File: config.mk
export PLATFORM = sky130hd
export DESIGN_NAME = skid_buffer_async_rst_n
export DESIGN_NICKNAME = d
export VERILOG_FILES = /design/src/rtl/skid_buffer_async_rst_n.sv
export SDC_FILE = /design/constraint.sdc
export NUM_CORES = 1
export LEC_CHECK = 0
export CAP_MARGIN = 5
export CORE_MARGIN = 2
export CORE_UTILIZATION = 36
export CTS_BUF_LIST = sky130_fd_sc_hd__clkbuf_8
export DETAILED_ROUTE_END_ITERATION = 12
export PLACE_DENSITY = 0.72
export RECOVER_POWER = 50
export SYNTH_ARGS = -nofsm -noshare
export SYNTH_HDL_FRONTEND = slang
export SYNTH_SLANG_ARGS = --single-unit
File: constraint.sdc
create_clock -name clk -period 3 [get_ports clk]
set_input_delay 0.3 -clock clk [delete_from_list [all_inputs] [get_ports clk]]
set_output_delay 0.3 -clock clk [all_outputs]
set_load 0.01 [all_outputs]
File: src/rtl/skid_buffer_async_rst_n.sv
// ============================================================================
// Module   : skid_buffer_async_rst_n
// Purpose  : Two-entry valid/ready register slice; every output is decoded
//            from registered state, so no input reaches an output directly.
// Revision : 1.0 - initial release
// ============================================================================
`default_nettype none

module skid_buffer_async_rst_n #(
  parameter int WIDTH = 4
) (
  input  logic             clk,
  input  logic             async_rst_n,
  input  logic             flush,
  input  logic             in_valid,
  output logic             in_ready,
  input  logic [WIDTH-1:0] in_data,
  output logic             out_valid,
  input  logic             out_ready,
  output logic [WIDTH-1:0] out_data,
  output logic [1:0]       count
);

  // The state encoding doubles as the occupancy count.
  typedef enum logic [1:0] {
    EMPTY = 2'd0,
    ONE   = 2'd1,
    FULL  = 2'd2
  } state_t;

  state_t           r_state;
  state_t           w_state_next;
  logic [WIDTH-1:0] r_main;
  logic [WIDTH-1:0] r_skid;
  logic [WIDTH-1:0] w_main_next;
  logic [WIDTH-1:0] w_skid_next;
  logic             w_in_fire;
  logic             w_out_fire;

  assign out_valid  = (r_state != EMPTY);
  assign in_ready   = (r_state != FULL);
  assign count      = r_state;
  assign out_data   = r_main;

  assign w_in_fire  = in_valid & in_ready;
  assign w_out_fire = out_valid & out_ready;

  always_ff @(posedge clk or negedge async_rst_n) begin
    if (!async_rst_n) begin
      r_state <= EMPTY;
      r_main  <= '0;
      r_skid  <= '0;
    end else begin
      r_state <= w_state_next;
      r_main  <= w_main_next;
      r_skid  <= w_skid_next;
    end
  end

  always_comb begin
    w_state_next = r_state;
    w_main_next  = r_main;
    w_skid_next  = r_skid;
    if (flush) begin
      // Data registers are left alone; only occupancy is cleared.
      w_state_next = EMPTY;
    end else begin
      case (r_state)
        EMPTY: begin
          if (w_in_fire) begin
            w_main_next  = in_data;
            w_state_next = ONE;
          end
        end
        ONE: begin
          if (w_in_fire && w_out_fire) begin
            w_main_next  = in_data;
          end else if (w_in_fire) begin
            w_skid_next  = in_data;
            w_state_next = FULL;
          end else if (w_out_fire) begin
            w_state_next = EMPTY;
          end
        end
        FULL: begin
          if (w_out_fire) begin
            w_main_next  = r_skid;
            w_state_next = ONE;
          end
        end
        default: w_state_next = EMPTY;
      endcase
    end
  end

endmodule

`default_nettype wire
==> results of run 1 <==
[layer usage]
metal	GRT usage, %	up-vias	part of all wire [%]
li1	-	177	-
met1	16.5	181	46
met2	17.9	12	44
met3	5.53	4	7.2
met4	9.09	0	2.6
met5	0	-	0
[worst paths after layout]
check                           depth (start not counted)         from          end  slack [ns]
worst max-delay path                                    4     count[1]     in_ready        0.96
worst min-delay path                                    1  async_rst_n  out_data[2]        0.45
worst max register to register                          4     count[1]  out_data[1]        1.35
worst min register to register                          1    r_skid[3]    r_skid[3]        0.49
max in group asynchronous                               1  async_rst_n    r_skid[2]        2.24
min in group clk                                        1    r_skid[3]    r_skid[3]        0.49
[synth_stat cells, drive strengths merged]
master and instances:
or2 1, nand2b 1, buf 1, nor2b 2, nor3b 1, dfrtp 10, nand2 2, nor2 1
nor3 1, inv 1, nand3b 1, o21a 1, a21oi 3, mux2 12, o22a 1
[state kept, by name, summed over array words and instances, names as in the netlist]
| name | cells |
|---|---|
| out_data | 4 |
| r_skid | 4 |
| count | 2 |
[cell type report]
type / instances / area, µm² / area share (%)
inverters: 1 / 3.75 / 0.495
well taps: 16 / 20.0 / 2.64
clock buffers: 3 / 41.3 / 5.45
multi-input cells: 27 / 279 / 36.8
flip-flops and latches: 10 / 250 / 33.0
repair buffers: 17 / 164 / 21.6
[metrics by stage]
step                setup slack, ns  cell area, µm²  hold WS, ns  instances  utilization (%)
finish                        0.960             758        0.453         74             51.5
global placement               1.18             723        0.468         71             49.1
detailed placement             1.17             723        0.481         71             49.1
CTS                            1.11             764        0.398         74             52.0
global route                  0.812             758        0.493         74             51.5
floorplan                      1.57             547      0.00441         39                -
[power breakdown]
group          switching (mW)  internal (mW)
Clock                  0.0469         0.0874
Sequential             0.0153          0.163
Combinational          0.0341         0.0668
[worst max-delay path: cells and delay by family, from the launching register on]
kind / cells / cell delay [ns]
and+or+nand+nor: 1 / 0.15
DFF: 1 / 0.45
buffers and inverters: 3 / 0.91
[cell families (layout without fill, tap and decap cells)]
logic type	Yosys count	count (layout)
buffers and inverters	2	21
muxes	12	12
AOI/OAI and AO/OA	5	5
DFF	10	10
and+or+nand+nor	10	10
==> metrics.md, run 1 <==
| Metric | Value |
|---|---|
| Fin. Hold Viols | `0` |
| Max FO, Critical Path | `7` |
| Clk_lat worst skew | `0.23 ns` |
| Setup crit end kind | `primary output` |
| Grt total ovfl | `0` |
| Layout cells sized above 1 | `between 20% and 30%` |
| Worst path arrival time | `1.74 ns` |
| Total GRT Usage | `13.1%` |
| Hold buffers post-CTS | `0` |
| Post-synthesis sequential area ratio | `45.8%` |
| Max-slew headroom | `70.0%` |
| Clk slew on worst S/H paths | `0.04 ns` |
| Area share of fa/ha/maj cells after synthesis | `0%` |
| Peak supply drop | `roughly 0.32 mV` |
| Leakage | `0.323 nW` |
| Number of CTS-inserted buffers | `3` |
| Number of max-cap violations | `0` |
| Yosys top cell area share | `a little under half` |
| Status | `completed` |
| Die Area | `around 0.0018 mm²` |
| # setup viols final | `0` |
| RSZ-0062 raised after global routing | `false` |
| Syn Area/Cell | `roughly 14 µm²` |
| First drt pass iteration count | `3` |
| Nets | `69` |
| Tcrit/Tclk final | `68.0%` |
| Fillcell total | `127` |
| Synth unique cells | `18` |
| # IOs | `17` |
| TritonCTS clock tree | `yes` |
| ANT cells | `0` |
| Combinational family with the most area after synthesis | `multiplexers` |
| Min cycle time layout | `approximately 2.0 ns` |
| Initial antenna violation count | `0` |
| Post-cts sizing count | `0` |
| Num rows | `14` |
| Initial Util | `37.2%` |
| First-pass GRT wire length | `1640 µm` |
| Clock Skew | `0.00201 ns` |
| Final wirelength | `about 950 µm` |
| CP required | `2.70 ns` |
| Multiplexer share of the synthesized area | `30.2%` |
| Core box area | `0.00147 mm²` |
| Die W | `43.0 µm` |
| Setup_tns | `0 ns` |
| Gp weighted congestion | `approximately 0.8` |
| DR DRC count | `0` |
| Mapped Nets | `48` |
| Synth Area in XOR/XNOR | `0%` |
| H-tree Lvls | `1` |
| Setup bufs post-CTS | `0` |
| Worst path cell trace | `nor2b_1, clkbuf_1, inv_1, clkdlybuf4s50_1` |
| Worst hold path type | `in2async` |
| # port buffers | `16` |
| Routed WL per cell | `12.8 µm` |
| Clk sinks | `10` |
| Syn Inst Count | `39` |
| CP Launch Type | `register` |
| Pin count of the biggest net entering global routing | `11` |
| Largest cells by area after synthesis | `dfrtp_1 (46%), mux2_4 (22%), mux2_1 (8.2%), nor3b_4 (3.4%), a21oi_4 (3.0%)` |
| Post-DP HPWL | `718 µm` |
| Most frequent cells in the layout | `clkdlybuf4s50_1 (13), dfrtp_1 (10), mux2_4 (8)` |
| Register bit total from synthesis | `10` |
| Vias in the first global route | `377` |
| Area delta synth->final | `38.7%` |
| Clock Tree Buf Depth | `2` |
| Mapped Area | `547 µm²` |
| Initial DRC Count | `4` |
| Commonest non-fill, non-tap cell in the layout | `clkdlybuf4s50_1` |
| Root Driver | `clkbuf_8` |
| Compound-Gate Fraction of Synth Area | `approximately 8.0%` |
| Total power | `414 µW` |
| Power per cell area | `between 500 and 600 mW/mm²` |
| Crit Path Class | `reg2out` |
| Avg Vias per Cell | `~5` |
| Critical path's largest stage delay | `approximately 0.48 ns` |
| Vert. Die Dim | `43.0 µm` |
| ANT nets after route | `0` |
| Vias | `374` |
| Slew Viols, Final | `0` |
| Synth Area in Simple Gates | `13.3%` |
| CP max-delay cell | `clkdlybuf4s50_1` |
| Yosys warns | `0` |
| Worst-Margin Slew | `0.449 ns` |
| Highest Clock Rate | `490 MHz` |
| Synth area leader | `dfrtp_1` |
Note: power is estimated with default switching activity, not from simulation.
==> run 2: changes to the inputs <==
==> constraint.sdc (replaced) <==
create_clock -name clk -period 2 [get_ports clk]
set_input_delay 0.2 -clock clk [delete_from_list [all_inputs] [get_ports clk]]
set_output_delay 0.2 -clock clk [all_outputs]
set_load 0.01 [all_outputs]
==> run 2 against run 1 <==
Compared with the run above: wire length decreased by 1.5%; clock power increased by 83%; clock skew about the same; cell count is 1.4% higher; flip-flop and latch count is the same; critical path type unchanged; global-route usage fell by 0.37 points; critical path depth stayed put; largest power group unchanged; power is 61% higher; clock-buffer cell count is 1 higher; worst hold slack worse by 0.092 ns; combinational power rose by 50%; sequential power increased by 50%.
==> metrics.md, run 2 (synthesized netlist as in run 1, its figures left out) <==
| Metric | Value |
|---|---|
| Net Sw Frac | `22.1% (-1.1 points)` |
| Most frequent cells in the layout | `clkdlybuf4s50_1 (13), dfrtp_1 (10), mux2_4 (8)` |
| Status | `completed` |
| Die W | `43.0 µm (unchanged)` |
| Clk_lat worst skew | `0.23 ns (about the same)` |
| Post-DP HPWL | `722 µm (+0.57%)` |
| Vias in the first global route | `395 (+4.8%)` |
| Clock Skew | `0.00250 ns (+0.000484 ns)` |
| Power per cell area | `858 mW/mm² (+57%)` |
| Leakage | `0.335 nW (+3.5%)` |
| RSZ-0062 raised after global routing | `false` |
| Nets | `69 (unchanged)` |
| Area delta synth->final | `41.9%` |
| Number of CTS-inserted buffers | `3 (unchanged)` |
| Initial DRC Count | `1 (-3)` |
| Clk pwr share | `36.8% (+4.4 points)` |
| Tcrit/Tclk final | `88.5%` |
| Worst r2r src | `count[0]` |
| Total GRT Usage | `12.7% (-0.37 points)` |
| Worst path arrival time | `1.57 ns (-0.17 ns)` |
| Vert. Die Dim | `43.0 µm (unchanged)` |
| Max FO, Critical Path | `7 (unchanged)` |
| First drt pass iteration count | `2 (-1)` |
| Routed WL per cell | `12.5 µm (-2.8%)` |
| CP required | `1.80 ns (-0.90 ns)` |
| Clk slew on worst S/H paths | `0.05 ns (about the same)` |
| Pin count of the biggest net entering global routing | `11 (unchanged)` |
| ANT nets after route | `0 (unchanged)` |
| Crit Path Class | `reg2out` |
| # port buffers | `16 (unchanged)` |
| H-tree Lvls | `1 (unchanged)` |
| Initial Util | `37.2% (unchanged)` |
| Final worst slack | `0.231 ns (-0.730 ns)` |
| WP buf/inv | `3 (unchanged)` |
| Clock Tree Buf Depth | `2 (unchanged)` |
| Fillcell total | `139 (+9.4%)` |
| Num rows | `14 (unchanged)` |
| Final wirelength | `935 µm (-1.5%)` |
| Worst hold path type | `in2async` |
| Vias | `376 (+0.53%)` |
| Fin. Hold Viols | `0 (unchanged)` |
| Number of max-cap violations | `0 (unchanged)` |
| Max-slew headroom | `68.6% (-1.4 points)` |
| Top Family by Delay on Critical Path | `buffers and inverters` |
| DR DRC count | `0 (unchanged)` |
| Gp weighted congestion | `0.802 (+0.50%)` |
| # IOs | `17 (unchanged)` |
| Commonest non-fill, non-tap cell in the layout | `clkdlybuf4s50_1` |
| Placed insts | `71 (unchanged)` |
| Worst path depth | `4 (unchanged)` |
| Highest Clock Rate | `~570 MHz` |
| Root Driver | `clkbuf_8` |
| Reg2Reg Setup Slack | `0.55 ns (-0.80 ns)` |
| # setup viols final | `0 (unchanged)` |
| Worst path cell trace | `nor2b_1, buf_4, inv_1, clkdlybuf4s50_1` |
| Core box area | `0.00147 mm² (unchanged)` |
| Worst Setup SP | `count[1]` |
| Setup crit end kind | `primary output` |
| Combinational power share | `22.8% (-1.6 points)` |
| Worst-Margin Slew | `0.470 ns (+0.0213 ns)` |
| Slew Viols, Final | `0 (unchanged)` |
| CP Launch Type | `register` |
| Hold buffers post-CTS | `0 (unchanged)` |
| ANT cells | `0 (unchanged)` |
| Grt total ovfl | `0 (unchanged)` |
| Worst hold margin | `0.361 ns (-0.0917 ns)` |
| Layout cells sized above 1 | `30.5% (+2.9 points)` |
| Setup bufs post-CTS | `0 (unchanged)` |
| Critical path's largest stage delay | `0.52 ns (+0.04 ns)` |
| Initial antenna violation count | `0 (unchanged)` |
| R2r worst-path depth | `4 (unchanged)` |
| Final non-filler cell total | `75 (+1.4%)` |
| Switching power | `147 µW (+53%)` |
| Total power | `666 µW (+61%)` |
| Die Area | `0.00185 mm² (unchanged)` |
| Pre-CTS WS | `0.252 ns (-0.915 ns)` |
| First-pass GRT wire length | `1660 µm (+1.7%)` |
| Internal power | `518 µW (+63%)` |
| CP max-delay cell | `clkdlybuf4s50_1` |
| Avg Vias per Cell | `5.01 (-0.81%)` |
| Clk sinks | `10 (unchanged)` |
| Sequential Power Share | `40.4% (-2.8 points)` |
| Setup_tns | `0 ns (unchanged)` |
| TritonCTS clock tree | `yes` |
| Peak supply drop | `0.463 mV (+46%)` |
| Post-cts sizing count | `0 (unchanged)` |
| Min cycle time layout | `1.77 ns` |
[run 2: changes by cell type in the layout (fill, tap and decap cells not counted)]
cell,previous run,this run
clkbuf_8,3,4
clkbuf_1,1,0
buf_4,0,1
[run 2: path summary, 6_finish.rpt]
| path | end |
|---|---|
| setup / recovery | in_ready |
| hold reg to reg | r_skid[2] |
| setup reg to reg | out_data[3] |
| hold / removal | out_data[2] |
| max in group asynchronous | count[0] |
| min in group clk | r_skid[2] |
[run 2: worst reg2reg max path, delay by kind of cell (launching register included)]
kind            cells  cell delay, ns
flops               1            0.43
mux                 1            0.33
simple gates        2            0.31
compound gates      1            0.27
[run 2: per-stage QoR]
| stage | area (µm²) | utilization (%) |
|---|---|---|
| after global routing | 776 | 52.7 |
| after detailed placement | 723 | 49.1 |
| after CTS | 778 | 52.9 |
| final | 776 | 52.7 |
| after floorplan | 547 | - |
| after global placement | 723 | 49.1 |
[run 2: power by group through the flow]
stage | registers [mW] | logic (mW) | clock network (mW)
floorplan | 0.276 | 0.0744 | 0
global placement | 0.271 | 0.156 | 0
detailed placement | 0.273 | 0.158 | 0
CTS | 0.270 | 0.158 | 0.257
global route | 0.275 | 0.166 | 0.269
finish | 0.269 | 0.152 | 0.245
[run 2: layer usage]
| metal | vias up | GRT usage, % | part of all wire (%) |
|---|---|---|---|
| li1 | 175 | - | - |
| met5 | - | 0 | 0 |
| met2 | 11 | 19.4 | 46 |
| met4 | 0 | 3.64 | 0 |
| met1 | 190 | 14.8 | 46 |
| met3 | 0 | 8.09 | 7.3 |
[run 2: layout make-up]
type                       instances  area [µm²]  share of cell area, %
multi-input combinational         27         279                   36.0
sequential                        10         250                   32.3
timing repair buffer              17         168                   21.6
clock buffer                       4        55.1                   7.10
tap                               16        20.0                   2.58
inverter                           1        3.75                  0.484
==> run 3: changes to the inputs <==
--- a/config.mk
+++ b/config.mk
@@ -10,6 +10,7 @@
 export CORE_UTILIZATION = 36
 export CTS_BUF_LIST = sky130_fd_sc_hd__clkbuf_8
 export DETAILED_ROUTE_END_ITERATION = 12
+export HOLD_SLACK_MARGIN = 0.03
 export PLACE_DENSITY = 0.72
 export RECOVER_POWER = 50
 export SYNTH_ARGS = -nofsm -noshare
==> results of run 3 <==
The final DEF is identical to that of run 2; final timing and power are the same.
